==> src/rtl/mem_copy_pkg.sv <==
// Shared state encoding and default sizes for the memory copy engine.
// The optional fill feature is enabled by defining MEM_COPY_FILL_EN (see mem_copy_engine).
package mem_copy_pkg;

    typedef enum logic [1:0] {
        IDLE  = 2'd0,
        RUN   = 2'd1,
        DRAIN = 2'd2,
        DONE  = 2'd3
    } mc_state_e;

    localparam int MC_DEPTH     = 16;
    localparam int MC_ADDR_W    = 4;
    localparam int MC_DATA_W    = 8;
    localparam int MC_LEN_W     = 5;
    localparam int MC_SYNC_READ = 0;

endpackage

==> src/rtl/mem_copy_rd_pipe.sv <==
// Delays the write-side enable/address so they line up with the memory's read data:
// pass-through for an asynchronous-read memory, one register stage for a registered-address one.
module mem_copy_rd_pipe
    import mem_copy_pkg::*;
#(
    parameter int ADDR_W    = MC_ADDR_W,
    parameter int SYNC_READ = MC_SYNC_READ
) (
    input  logic              clock,
    input  logic              reset,
    input  logic              issue_en,
    input  logic [ADDR_W-1:0] issue_addr,
    output logic              wr_en,
    output logic [ADDR_W-1:0] wr_addr
);

    generate
        if (SYNC_READ != 0) begin : g_stage
            always_ff @(posedge clock) begin
                if (!reset) begin
                    wr_en   <= 1'b0;
                    wr_addr <= '0;
                end else begin
                    wr_en   <= issue_en;
                    wr_addr <= issue_addr;
                end
            end
        end else begin : g_pass
            logic unused_pass;
            assign unused_pass = clock ^ reset;

            always_comb begin
                wr_en   = issue_en;
                wr_addr = issue_addr;
            end
        end
    endgenerate

endmodule

==> src/rtl/mem_copy_engine.sv <==
// Copy initiator for one read lane and one write lane of a packed multi-port memory.
// Define MEM_COPY_FILL_EN to enable pattern-fill commands (cmd_fill / cmd_pattern).
module mem_copy_engine
    import mem_copy_pkg::*;
#(
    parameter int DEPTH     = MC_DEPTH,
    parameter int ADDR_W    = MC_ADDR_W,
    parameter int DATA_W    = MC_DATA_W,
    parameter int LEN_W     = MC_LEN_W,
    parameter int SYNC_READ = MC_SYNC_READ
) (
    input  logic              clock,
    input  logic              reset,
    // Handshake: a command transfers on a clock edge where cmd_valid && cmd_ready;
    // its fields are sampled only on that edge, and cmd_valid while busy is ignored.
    input  logic              cmd_valid,
    output logic              cmd_ready,
    input  logic [ADDR_W-1:0] cmd_src,
    input  logic [ADDR_W-1:0] cmd_dst,
    input  logic [LEN_W-1:0]  cmd_len,
    input  logic              cmd_fill,
    input  logic [DATA_W-1:0] cmd_pattern,
    output logic              mem_rd_en,
    output logic [ADDR_W-1:0] mem_rd_addr,
    input  logic [DATA_W-1:0] mem_rd_data,
    output logic              mem_wr_en,
    output logic              mem_wr_mask,
    output logic [ADDR_W-1:0] mem_wr_addr,
    output logic [DATA_W-1:0] mem_wr_data,
    output logic              busy,
    output logic              done,
    output logic [LEN_W-1:0]  words_done,
    output mc_state_e         dbg_state
);

    mc_state_e         state;
    logic [LEN_W-1:0]  remain_q;
    logic              iss_en_q;
    logic [ADDR_W-1:0] iss_addr_q;
    logic              fill_act;
    logic              fill_cmd;
    logic [DATA_W-1:0] fill_data;
    logic              pipe_in_en;
    logic              pipe_wr_en;
    logic [ADDR_W-1:0] pipe_wr_addr;

    assign dbg_state = state;

`ifdef MEM_COPY_FILL_EN
    logic              fill_q;
    logic [DATA_W-1:0] pattern_q;

    always_ff @(posedge clock) begin
        if (!reset) begin
            fill_q    <= 1'b0;
            pattern_q <= '0;
        end else if (cmd_valid && cmd_ready) begin
            fill_q    <= cmd_fill;
            pattern_q <= cmd_pattern;
        end
    end

    assign fill_cmd  = cmd_fill;
    assign fill_act  = fill_q;
    assign fill_data = pattern_q;
`else
    logic unused_fill;
    assign unused_fill = cmd_fill ^ (^cmd_pattern);
    assign fill_cmd    = 1'b0;
    assign fill_act    = 1'b0;
    assign fill_data   = '0;
`endif

    // Fill writes need no read data, so they bypass the alignment stage.
    assign pipe_in_en = iss_en_q & ~fill_act;

    mem_copy_rd_pipe #(
        .ADDR_W    (ADDR_W),
        .SYNC_READ (SYNC_READ)
    ) u_rd_pipe (
        .clock      (clock),
        .reset      (reset),
        .issue_en   (pipe_in_en),
        .issue_addr (iss_addr_q),
        .wr_en      (pipe_wr_en),
        .wr_addr    (pipe_wr_addr)
    );

    always_comb begin
        if (fill_act) begin
            mem_wr_en   = iss_en_q;
            mem_wr_addr = iss_addr_q;
            mem_wr_data = fill_data;
        end else begin
            mem_wr_en   = pipe_wr_en;
            mem_wr_addr = pipe_wr_addr;
            mem_wr_data = mem_rd_data;
        end
        if (!mem_wr_en) begin
            mem_wr_addr = '0;
            mem_wr_data = '0;
        end
        mem_wr_mask = mem_wr_en;
    end

    always_ff @(posedge clock) begin
        if (!reset) begin
            state       <= IDLE;
            cmd_ready   <= 1'b1;
            busy        <= 1'b0;
            done        <= 1'b0;
            words_done  <= '0;
            mem_rd_en   <= 1'b0;
            mem_rd_addr <= '0;
            iss_en_q    <= 1'b0;
            iss_addr_q  <= '0;
            remain_q    <= '0;
        end else begin
            done <= 1'b0;
            if (mem_wr_en) begin
                words_done <= words_done + LEN_W'(1);
            end
            unique case (state)
                // DONE already shows cmd_ready, so a new command may start there.
                IDLE, DONE: begin
                    state <= IDLE;
                    if (cmd_valid && cmd_ready) begin
                        words_done <= '0;
                        if (cmd_len == '0) begin
                            state <= DONE;
                            done  <= 1'b1;
                        end else begin
                            state       <= RUN;
                            cmd_ready   <= 1'b0;
                            busy        <= 1'b1;
                            mem_rd_en   <= ~fill_cmd;
                            mem_rd_addr <= cmd_src;
                            iss_en_q    <= 1'b1;
                            iss_addr_q  <= cmd_dst;
                            remain_q    <= cmd_len;
                        end
                    end
                end
                RUN: begin
                    if (remain_q == LEN_W'(1)) begin
                        mem_rd_en <= 1'b0;
                        iss_en_q  <= 1'b0;
                        if (fill_act || SYNC_READ == 0) begin
                            state     <= DONE;
                            done      <= 1'b1;
                            cmd_ready <= 1'b1;
                            busy      <= 1'b0;
                        end else begin
                            state <= DRAIN;
                        end
                    end else begin
                        remain_q    <= remain_q - LEN_W'(1);
                        mem_rd_addr <= mem_rd_addr + ADDR_W'(1);
                        iss_addr_q  <= iss_addr_q + ADDR_W'(1);
                    end
                end
                DRAIN: begin
                    state     <= DONE;
                    done      <= 1'b1;
                    cmd_ready <= 1'b1;
                    busy      <= 1'b0;
                end
                default: state <= IDLE;
            endcase
        end
    end

endmodule

==> config.mk <==
export PLATFORM = sky130hd
export DESIGN_NAME = mem_copy_engine
export DESIGN_NICKNAME = d
export VERILOG_FILES = /design/src/rtl/mem_copy_pkg.sv /design/src/rtl/mem_copy_rd_pipe.sv /design/src/rtl/mem_copy_engine.sv
export SDC_FILE = /design/constraint.sdc
export NUM_CORES = 1
export LEC_CHECK = 0
export BUFFER_PORTS_ARGS = -buffer_cell sky130_fd_sc_hd__buf_2
export CAP_MARGIN = 20
export CORE_ASPECT_RATIO = 1.4
export CORE_MARGIN = 1.5
export CORE_UTILIZATION = 45
export CTS_CLUSTER_SIZE = 16
export DETAILED_ROUTE_END_ITERATION = 16
export GPL_TIMING_DRIVEN = 0
export HOLD_SLACK_MARGIN = 0.15
export MAX_ROUTING_LAYER = met4
export PLACE_DENSITY = 0.75
export SYNTH_ARGS = -nofsm -noshare
export SYNTH_HDL_FRONTEND = slang
export SYNTH_SLANG_ARGS = --single-unit
==> constraint.sdc <==
create_clock -name clock -period 2.39 [get_ports clock]
set_input_delay 0.1195 -clock clock [delete_from_list [all_inputs] [get_ports clock]]
set_output_delay 0.1195 -clock clock [all_outputs]
set_load 0.02 [all_outputs]
# Yosys cells after proc, flatten, opt, wreduce, memory -nomap -nowiden
# Cells that the tools add are included.
# Widths: inputs -> output; s select.
[totals]
input_bits = 33
regBits = 24
[classes]
mux = 34
n_reduce_logical = 8
n_eq_ne = 8
n_addsub = 4
[op_table]
columns = ["op", "n"]
rows = [
  ["$mux 5", 6],
  ["$mux 4", 7],
  ["$pmux 4 s2", 2],
  ["$pmux 5 s2", 1],
  ["$mux 1", 9],
  ["$pmux 1 s3", 3],
  ["$add 4x1->4 const B", 2],
  ["$mux 8", 1],
  ["$ne 2x2->1 const B", 4],
  ["$reduce_and 4->1", 2],
  ["$mux 2", 3],
  ["$pmux 2 s3", 1],
  ["$add 5x1->5 const B", 1],
  ["$eq 5x1->1 const B", 1],
  ["$logic_not 5->1", 1],
  ["$sub 5x1->5 const B", 1],
  ["$eq 2x2->1 const B", 2],
  ["$reduce_and 3->1", 1],
  ["$eq 2x1->1 const B", 1],
  ["$logic_not 2->1", 1],
  ["$pmux 1 s2", 1],
  ["$reduce_bool 2->1", 1],
  ["$reduce_or 2->1", 1],
  ["$logic_and 1x1->1", 1],
]

# Longest topological paths before layout
# Gate-level depths: netlist of the first run.
[depth]
word_depth = 4
ltp_mapped = 8

# Hierarchy
# Synthesis of the first run repeated with hierarchy kept, for this count alone.
[hier_totals]
cells_unflattened = 173
area_unflattened_um2 = 1594.0
[modules_own_cells]
columns = ["module", "instances", "area_per_inst_um2", "seq_area_each_um2", "cells_per_inst"]
rows = [
  ["mem_copy_engine", 1, 1556.5, 480.5, 168],
  ["mem_copy_rd_pipe", 1, 37.5, 0.0, 5],
]

# Worst setup path after synthesis of the first run
# OpenSTA, ideal clock, no wires.
[synth_timing]
path_type = "register to register"
from = "register state[0], in the netlist dbg_state[0]"
to = "register mem_rd_addr[2]"
required_time_ns = 2.273
path_slack_ns = 0.528
path_stages_with_launch = 9
synth_period_minus_slack_ns = 1.862
arrival_ns = 1.745
cell_sequence = "dfxtp_1 > inv_1 > ha_1 > buf_6 > nand3_1 > a21oi_4 > buf_6 > o221ai_1 > a32o_1"
[synth_between]
elab_chain_cells = 4
[synth_lines]
columns = ["item", "line", "source"]
rows = [
  ["from (decl)", "mem_copy_engine.sv:36", "mc_state_e state;"],
  ["from (signal assigned)", "mem_copy_engine.sv:108", "state <= IDLE;"],
  ["from (signal assigned)", "mem_copy_engine.sv:126", "state <= IDLE;"],
  ["from (signal assigned)", "mem_copy_engine.sv:130", "state <= DONE;"],
  ["$eq 2x2->1 / $logic_not 2->1 (equally long branches)", "mem_copy_engine.sv:123", "unique case (state)"],
  ["$reduce_or 2->1", "mem_copy_engine.sv:123", ""],
  ["$ne 2x2->1 (no line) / $reduce_bool 2->1 (equally long branches)", "n/a", ""],
  ["$reduce_and 4->1 (no line)", "n/a", ""],
  ["to (signal assigned)", "mem_copy_engine.sv:137", "mem_rd_addr <= cmd_src;"],
  ["to (signal assigned)", "mem_copy_engine.sv:158", "mem_rd_addr <= mem_rd_addr + ADDR_W'(1);"],
  ["to (decl)", "mem_copy_engine.sv:24", "output logic [ADDR_W-1:0] mem_rd_addr,"],
]
# Parallel ways exist; a longest one is shown, timed or not.
# A chain may end at the register's enable or synchronous reset.

# Final worst setup path of the first run
[layout_timing]
from = "register state[0], in the netlist dbg_state[0]"
to = "register remain_q[2]"
[layout_between]
elab_chain_cells = 4
[layout_lines]
columns = ["item", "line", "source"]
rows = [
  ["$eq 2x2->1 / $logic_not 2->1 (equally long branches)", "mem_copy_engine.sv:123", ""],
  ["$reduce_or 2->1", "mem_copy_engine.sv:123", ""],
  ["$ne 2x2->1 (no line) / $reduce_bool 2->1 (equally long branches)", "n/a", ""],
  ["$reduce_and 4->1 (no line)", "n/a", ""],
  ["to (signal assigned)", "mem_copy_engine.sv:140", "remain_q <= cmd_len;"],
  ["to (signal assigned)", "mem_copy_engine.sv:157", "remain_q <= remain_q - LEN_W'(1);"],
  ["to (decl)", "mem_copy_engine.sv:37", "logic [LEN_W-1:0] remain_q;"],
]
# Parallel ways exist; a longest one is shown, timed or not.

==> impl_metrics.env, run 1 <==
export IMPL_die_width_um=52.6
export IMPL_post_dp_hpwl_mm=2.85
export IMPL_fillers=333
export IMPL_synth_warning_count=0
export IMPL_cts_hold_buf=0
export IMPL_cpPeakStageDelay_ps=380
export IMPL_critical_path_arrival_ps=2030
export IMPL_min_to="dbg_state[0]"
export IMPL_synthMuxAreaShare_pct=2.58
export IMPL_ios=62
export IMPL_fin_nets=266
export IMPL_portBuffers=52
export IMPL_r2r_start="dbg_state[0]"
export IMPL_rsz0062_at_grt="false"
export IMPL_worstHoldPathCells=3
export IMPL_yosysMostFrequentCell="dfxtp_1"
export IMPL_cts_root_buf="clkbuf_8"
export IMPL_area_growth_syn_to_layout_pct=22.7
export IMPL_cts_buffer_depth=2
export IMPL_synth_top_area_share_pct=31.0
export IMPL_switching_share_pct=45.6
export IMPL_cp_start_kind="register"
export IMPL_path_cells="inv_1, ha_1, buf_6, nand3_1, a21oi_4, buf_6, o221ai_1, a32o_1"
export IMPL_initial_core_util_pct=46.3
export IMPL_synth_cells=169
export IMPL_powerDensity_nw_per_um2=1260
export IMPL_viasPerCell=5.66
export IMPL_internal_power_mw=1.30
export IMPL_slew_viol_final=0
export IMPL_grt_pass1_wl_mm=6.28
export IMPL_synth_seq_cells=24
export IMPL_maxSlewHeadroom_pct=69.9
export IMPL_synth_compound_area_share_pct=28.0
export IMPL_drive_above_1_share_pct=33.9
export IMPL_skew_ps=1.83
export IMPL_track_usage_pct=21.6
export IMPL_seqPwrFrac_pct=28.7
export IMPL_synthAdderAreaFrac_pct=5.65
export IMPL_drc_errors=0
export IMPL_antenna_left=0
export IMPL_ys_types=45
export IMPL_fmax_mhz=533
export IMPL_period_minus_slack_ps=1880
export IMPL_r2r_slack_ps=510
export IMPL_critPathRequiredTime_ps=2550
export IMPL_hold_slack_ps=184
export IMPL_synth_top_cell_by_area="dfxtp_1"
export IMPL_path_buf_inv=3
export IMPL_synthXorXnorAreaFrac_pct=2.26
export IMPL_vias=1494
export IMPL_first_global_vias=1475
export IMPL_avgSynthCellArea_um2=9.17
export IMPL_p_clk_share_pct=9.9
export IMPL_reg2reg_to="remain_q[2]"
export IMPL_gp_congestion=0.870
export IMPL_coreArea_um2=3350
export IMPL_cp_common_cell="buf_6"
export IMPL_syn_area_um2=1550
export IMPL_drtIter0Drc=52
export IMPL_max_slew_worst_pin_slew_ps=452
export IMPL_p_leak_nw=0.887
export IMPL_p_total_mw=2.39
export IMPL_drt_wirelength_per_cell_um=14.3
export IMPL_synth_simple_area_share_pct=19.7
export IMPL_synthTopCellsByArea="dfxtp_1 31%, a32o_1 6.5%, and2_1 5.7%"
export IMPL_hold_path_class="in2reg"
export IMPL_first_pass_iters=4
export IMPL_overflow=0
export IMPL_die_h_um=72.4
export IMPL_syn_nets=209
export IMPL_async_reset_ff_share_pct=0
export IMPL_cts_setup_buffers=0
export IMPL_fp_row_count=25
export IMPL_cts_sinks=24
export IMPL_p_sw_mw=1.09
export IMPL_clk_pin_slew_ps=80
export IMPL_synth_top_family_by_area="compound AO/OA/AOI/OAI gates"
export IMPL_htreeDepth=1
export IMPL_status="complete, no violations"
export IMPL_seq_area_frac_synth_pct=31.0
export IMPL_setup_worst_path_class="reg2reg"
export IMPL_grt_max_degree=13
export IMPL_cts_made_buffers=3
export IMPL_setup_violations=0
export IMPL_cp_top_family="compound AO/OA/AOI/OAI gates"
export IMPL_worstHoldStart="cmd_valid"
export IMPL_fin_crit_sh_pct=78.5
export IMPL_hold_violations=0
export IMPL_rr_worst_depth=8
export IMPL_ir_drop_mv=0.628
export IMPL_dieArea_um2=3810
export IMPL_slowest_stage="dfxtp_1"
export IMPL_cts_resized=0
export IMPL_ys_top_cells_by_count="24 x dfxtp_1, 14 x and2_1, 14 x nor2_1, 10 x a32o_1"
export IMPL_antenna_found_initial=0
export IMPL_fin_setup_tns_ps=0
export IMPL_endpoint_kind="register"
export IMPL_wl_mm=3.77
export IMPL_clk_latency_ps=260
export IMPL_antennaDiodeCount=0
export IMPL_cap_viol_max_count=0
export IMPL_synth_flop_cell="dfxtp_1"
export IMPL_comb_power_share_pct=61.3
export IMPL_synth_edf_count=0
export IMPL_cts_tree="built"
export IMPL_worst_path_max_fanout=10
## worst max path at each step
stage	depth (start not counted)	slack, ps	startpoint	to
4_1_cts	8	500	dbg_state[0]	remain_q[2]
3_5_place_dp	8	520	dbg_state[0]	remain_q[2]
2_1_floorplan	8	530	dbg_state[0]	mem_rd_addr[2]
5_1_grt	8	410	dbg_state[0]	remain_q[2]
6_report	8	510	dbg_state[0]	remain_q[2]
3_3_place_gp	8	540	dbg_state[0]	remain_q[2]
## area by class of cell
cell class,count,area (um2),area share (%)
Inverter,10,37.5,1.97
Buffer,15,129,6.78
Multi-Input combinational cell,120,902,47.5
Tap cell,40,50.0,2.63
Sequential cell,24,480,25.3
Clock buffer,3,41.3,2.17
Timing Repair Buffer,52,260,13.7
## metal layers
metal	vias to the layer above	part of all wire (%)	track usage, %
li1	746	-	-
met1	713	42	23.6
met2	31	54	40.4
met3	4	2.7	1.44
met4	0	0.90	6.55
met5	-	0	-
## worst min-delay path, cell delays in order
cell and delay (ps):
buf_2 120, nand2_1 80, a311oi_1 80
## cells by family (layout without fill, tap and decap cells)
family | count (synthesis) | after routing
xor gates and xnor gates | 4 | 4
and+or+nand+nor | 54 | 54
AOI/OAI and AO/OA | 51 | 51
muxes | 4 | 4
DFF | 24 | 24
adders and majority gates | 7 | 7
buffers and inverters | 25 | 80
## placed cells by master (no fill, tap or decap), drive strengths merged, types with 4 or more instances in the layout
cell,netlist,layout
ha,7,7
buf,11,63
nor2,15,15
inv,10,10
nand4,4,4
nand3,5,5
o221ai,6,6
a32o,10,10
nand2,10,10
o21ai,7,7
dfxtp,24,24
clkbuf,2,5
mux2i,4,4
o211ai,4,4
and2,14,14
## registers in the layout, indices dropped and copies added (netlist names)
| register | cells |
|---|---|
| iss_en_q | 1 |
| iss_addr_q | 4 |
| remain_q | 5 |
| mem_rd_addr | 4 |
| busy | 1 |
| dbg_state | 2 |
| cmd_ready | 1 |
| done | 1 |
| words_done | 5 |
## through the flow
step                cells  util, %  area, um2  setup WS (ps)
floorplan             169        -       1550            528
global placement      261     55.6       1860            540
detailed placement    261     55.6       1860            520
CTS                   264     56.8       1900            502
global route          264     56.8       1900            411
finish                264     56.8       1900            513
## power groups by stage
stage	combinational [mW]	sequential, mW	clock, mW
floorplan	1.04	0.763	0
global placement	1.45	0.691	0
detailed placement	1.47	0.696	0
CTS	1.47	0.687	0.244
global route	1.61	0.710	0.254
finish	1.46	0.686	0.237
(Power assumes the default switching activity.)
==> inputs of run 2 (changes only) <==
Settings changed: ABC_AREA set to 1, CORE_UTILIZATION 45 to 44, PLACE_DENSITY 0.75 to 0.76.
Clock period 2.39 ns to 1.65 ns, I/O delays scaled along.
==> run 2 against run 1 <==
Worst setup slack got worse by 400 ps. Clock skew hardly changed. Fmax is 22% higher. Sequential share of layout area down 0.96 points. Worst hold slack worse by 32 ps. Die area grew 5.6%. Via count increased by 6.2%. Critical endpoint is now remain_q[3]. Highest routed layer unchanged.
==> impl_metrics.env, run 2 <==
export IMPL_syn_nets=277
export IMPL_final_common_cell="nand2_1"
export IMPL_clk_latency_ps=260
export IMPL_layout_common_cells="68 x nand2_1, 53 x buf_2, 31 x inv_1"
export IMPL_first_pass_iters=4
export IMPL_area_growth_syn_to_layout_pct=23.2
export IMPL_hold_violations=0
export IMPL_fin_nets=333
export IMPL_ys_types=28
export IMPL_drtIter0Drc=31
export IMPL_avgSynthCellArea_um2=6.77
export IMPL_post_dp_hpwl_mm=2.71
export IMPL_seq_area_frac_synth_pct=30.0
export IMPL_setup_worst_path_class="reg2reg"
export IMPL_p_total_mw=3.75
export IMPL_yosysMostFrequentCell="nand2_1"
export IMPL_ys_top_cells_by_count="68 x nand2_1, 31 x inv_1, 24 x dfxtp_1, 17 x nand3_1, 17 x nor2_1"
export IMPL_cp_start_kind="register"
export IMPL_syn_area_um2=1600
export IMPL_dieArea_um2=4020
export IMPL_dp_cells=328
export IMPL_fp_row_count=25
export IMPL_top_regs="remain_q (5), words_done (5)"
export IMPL_synthTopCellsByArea="dfxtp_1 30%, nand2_1 16%, inv_1 7.3%"
export IMPL_cts_sinks=24
export IMPL_overflow=0
export IMPL_hold_slack_ps=151
export IMPL_die_h_um=74.4
export IMPL_rsz0062_at_grt="false"
export IMPL_skew_ps=2.30
export IMPL_worst_path_max_fanout=10
export IMPL_fin_cells=332
export IMPL_status="complete, no violations"
export IMPL_drive_above_1_share_pct=30.5
export IMPL_maxSlewHeadroom_pct=76.6
export IMPL_antenna_found_initial=0
export IMPL_synth_edf_count=0
export IMPL_synth_warning_count=0
export IMPL_cts_setup_buffers=0
export IMPL_initial_core_util_pct=46.6
export IMPL_grt_pass1_wl_mm=5.82
export IMPL_async_reset_ff_share_pct=0
export IMPL_synth_cells=237
export IMPL_grt_max_degree=14
export IMPL_cap_viol_max_count=0
export IMPL_hold_path_class="in2reg"
export IMPL_synth_top_cell_by_area="dfxtp_1"
export IMPL_track_usage_pct=19.4
export IMPL_fin_crit_sh_pct=93.2
export IMPL_viasPerCell=4.78
export IMPL_drc_errors=0
export IMPL_first_global_vias=1383
export IMPL_gp_congestion=0.884
export IMPL_htreeDepth=1
export IMPL_synth_seq_cells=24
export IMPL_slew_viol_final=0
export IMPL_critical_path_arrival_ps=1700
export IMPL_synth_flop_cell="dfxtp_1"
export IMPL_ir_drop_mv=1.35
export IMPL_synth_top_area_share_pct=30.0
export IMPL_die_width_um=54.0
export IMPL_drt_wirelength_per_cell_um=10.8
export IMPL_antenna_left=0
export IMPL_ios=62
export IMPL_vias=1587
export IMPL_critPathRequiredTime_ps=1820
export IMPL_powerDensity_nw_per_um2=1900
export IMPL_cts_tree="built"
export IMPL_cts_made_buffers=3
export IMPL_fmax_mhz=650
export IMPL_setup_violations=0
export IMPL_p_leak_nw=1.15
export IMPL_cts_buffer_depth=2
export IMPL_coreArea_um2=3440
export IMPL_period_minus_slack_ps=1540
export IMPL_fin_setup_tns_ps=0
export IMPL_cts_root_buf="clkbuf_8"
export IMPL_portBuffers=51
export IMPL_clk_pin_slew_ps=80
export IMPL_antennaDiodeCount=0
export IMPL_max_slew_worst_pin_slew_ps=349
export IMPL_endpoint_kind="register"
export IMPL_wl_mm=3.60
-- run 2: repair_timing --
item | CTS | global route
setup endpoints to repair | 0 | 22
hold buffers | 1 | 0
hold endpoints to repair | 5 | 0
gates resized for setup | 0 | 3
-- run 2: kinds of logic after synthesis --
| family | share of synthesized area, % |
|---|---|
| flops | 30.0 |
| xor+xnor | 1.64 |
| buf+inv | 14.1 |
| simple gates | 39.9 |
| mux | 1.87 |
| compound gates | 7.10 |
| fa+ha+maj | 5.46 |
-- run 2: worst max-delay path, cell delays in order (launching register included) --
cell and delay (ps):
dfxtp_1 370, inv_1 50, ha_1 280, buf_6 140, nand2_2 80, nand2_4 120
nand2_4 80, buf_12 150, nor2_2 120, nor2_2 50
-- run 2: metrics by stage --
step           worst slack (ps)  instance area (um2)  utilization, %
3_5_place_dp               54.0                 1910            55.5
5_1_grt                    7.53                 1980            57.4
3_3_place_gp               65.0                 1910            55.5
6_report                    113                 1980            57.4
4_1_cts                    54.0                 1970            57.4
2_1_floorplan              78.9                 1600               -
-- run 2: where the power goes --
part	internal (mW)	total [mW]	switching [mW]
registers	0.764	0.938	0.175
logic	0.965	2.42	1.45
clock network	0.213	0.397	0.184
-- run 2: path summary, 6_finish.rpt --
path              cells after the start            end         start  slack [ps]
setup reg to reg                      9    remain_q[3]  dbg_state[0]         110
setup / recovery                      9    remain_q[3]  dbg_state[0]         110
hold / removal                        5  iss_addr_q[3]    cmd_dst[3]         150
hold reg to reg                       2           busy          busy         490
-- run 2: final cells by class --
| cell class | count | area [um2] |
|---|---|---|
| Fill cell | 360 | 1470 |
| Multi-Input combinational cell | 169 | 900 |
| Sequential cell | 24 | 480 |
| Timing Repair Buffer | 52 | 265 |
| Inverter | 32 | 120 |
| Buffer | 11 | 105 |
| Clock buffer | 4 | 55.1 |
| Tap cell | 40 | 50.0 |
-- run 2: routing by layer --
layer  track usage (%)  vias to the layer above  share of wire (%)  routed length (um)
li1                  -                      852                  -                   -
met1              25.5                      706                 44                1570
met2              30.9                       27                 52                1880
met3              3.01                        2                3.8                 137
met4              5.28                        0               0.53                  19
met5                 -                        -                  0                   0
==> inputs of run 3 (changes only) <==
Settings changed: CTS_BUF_LIST set to sky130_fd_sc_hd__clkbuf_8 sky130_fd_sc_hd__clkbuf_16, REMOVE_ABC_BUFFERS set to 1.
==> run 3 against run 2 <==
Die area unchanged. Worst setup slack better by 38 ps. Clock skew about the same. Clock-buffer cell count down 1. Cell count down 3.3%. Critical path type unchanged. Critical endpoint is now mem_rd_addr[2]. Highest routed layer unchanged.
==> impl_metrics.env, run 3 (synthesis gave the netlist of run 2 again) <==
export IMPL_cts_sinks=24
export IMPL_clk_pin_slew_ps=80
export IMPL_slew_viol_final=0
export IMPL_rsz0062_at_grt="false"
export IMPL_fin_nets=323
export IMPL_placed_cell_area_um2=1810
export IMPL_cap_viol_max_count=0
export IMPL_initial_core_util_pct=46.6
export IMPL_htreeDepth=1
export IMPL_critical_path_arrival_ps=1670
export IMPL_antenna_found_initial=0
export IMPL_regArea_um2=483
export IMPL_vias=1579
export IMPL_hold_path_class="in2reg"
export IMPL_ir_drop_mv=0.887
export IMPL_grt_max_degree=23
export IMPL_p_leak_nw=1.08
export IMPL_die_h_um=74.4
export IMPL_top_regs="remain_q (5), words_done (5)"
export IMPL_drt_wirelength_per_cell_um=10.4
export IMPL_coreArea_um2=3440
export IMPL_first_pass_iters=4
export IMPL_fin_setup_tns_ps=0
export IMPL_die_width_um=54.0
export IMPL_skew_ps=2.54
export IMPL_portBuffers=52
export IMPL_gp_congestion=0.890
export IMPL_fin_area_um2=1910
export IMPL_ios=62
export IMPL_setup_violations=0
export IMPL_area_growth_syn_to_layout_pct=19.2
export IMPL_fillers=362
export IMPL_cts_tree="built"
export IMPL_cp_start_kind="register"
export IMPL_fmax_mhz=667
export IMPL_cts_buffer_depth=2
export IMPL_worst_path_max_fanout=15
export IMPL_clk_latency_ps=270
export IMPL_status="complete, no violations"
export IMPL_cts_made_buffers=3
export IMPL_drc_errors=0
export IMPL_dieArea_um2=4020
export IMPL_period_minus_slack_ps=1500
export IMPL_cts_setup_buffers=0
export IMPL_setup_worst_path_class="reg2reg"
export IMPL_overflow=0
export IMPL_fin_crit_sh_pct=90.9
export IMPL_grt_pass1_wl_mm=5.51
export IMPL_track_usage_pct=18.9
export IMPL_post_dp_hpwl_mm=2.40
export IMPL_drtIter0Drc=23
export IMPL_antenna_left=0
export IMPL_final_common_cell="nand2_1"
export IMPL_layout_common_cells="68 x nand2_1, 52 x buf_2, 30 x inv_1"
export IMPL_powerDensity_nw_per_um2=1850
export IMPL_hold_violations=0
export IMPL_p_total_mw=3.54
export IMPL_fp_row_count=25
export IMPL_drive_above_1_share_pct=29.5
export IMPL_wl_mm=3.34
export IMPL_maxSlewHeadroom_pct=58.7
export IMPL_first_global_vias=1354
export IMPL_critPathRequiredTime_ps=1820
export IMPL_cts_root_buf="clkbuf_8"
export IMPL_antennaDiodeCount=0
export IMPL_viasPerCell=4.92
export IMPL_endpoint_kind="register"
export IMPL_max_slew_worst_pin_slew_ps=619
export IMPL_post_route_util_pct=55.6
export IMPL_multiInputGateArea_um2=942
[run 3: routing by layer]
layer	GRT usage [%]	wire length [um]	vias to the layer above
li1	-	-	830
met1	20.6	1450	682
met2	32.0	1620	62
met3	3.01	213	5
met4	10.0	57	0
met5	-	0	-
[run 3: timing repair]
item | in CTS | in global routing
resized for setup | 7 | 6
hold buffers | 1 | 0
endpoints found under the hold margin | 1 | 0
endpoints found under the setup margin | 19 | 6
[run 3: final timing paths]
check          startpoint  cells past startpoint  slack (ps)             end
max          dbg_state[1]                      9         150  mem_rd_addr[2]
min reg2reg          busy                      2         460            busy
min            cmd_src[3]                      5         150  mem_rd_addr[3]
max reg2reg  dbg_state[1]                      9         150  mem_rd_addr[2]
[run 3: cell type report]
| class | instances | area share (%) |
|---|---|---|
| sequential | 24 | 25.3 |
| timing repair buffer | 53 | 14.1 |
| multi-input combinational | 169 | 49.3 |
| clock buffer | 3 | 2.16 |
| inverter | 32 | 6.54 |
| tap | 40 | 2.62 |
[run 3: metrics by stage]
stage          setup WS, ps  instances  hold WS, ps
6_report                151        321          150
3_3_place_gp           -404        317          423
3_5_place_dp           -413        317          425
2_1_floorplan          -145        225          167
5_1_grt                13.7        321          164
4_1_cts                29.2        321          150
[run 3: power by group]
group          leakage, nW  internal, mW  total [mW]  switching [mW]
clock network       0.0216         0.163       0.345           0.182
registers            0.198         0.768       0.988           0.220
logic                0.861         0.811        2.20            1.39
total                 1.08          1.74        3.54            1.79
[run 3: critical path, stage by stage, from the launching register on]
cell and delay (ps):
dfxtp_2 350, inv_1 90, ha_4 280, inv_6 100
nand2_2 140, nand2_8 120, nand2_8 150, nand2_1 70
nand2_1 60, nor2_1 40
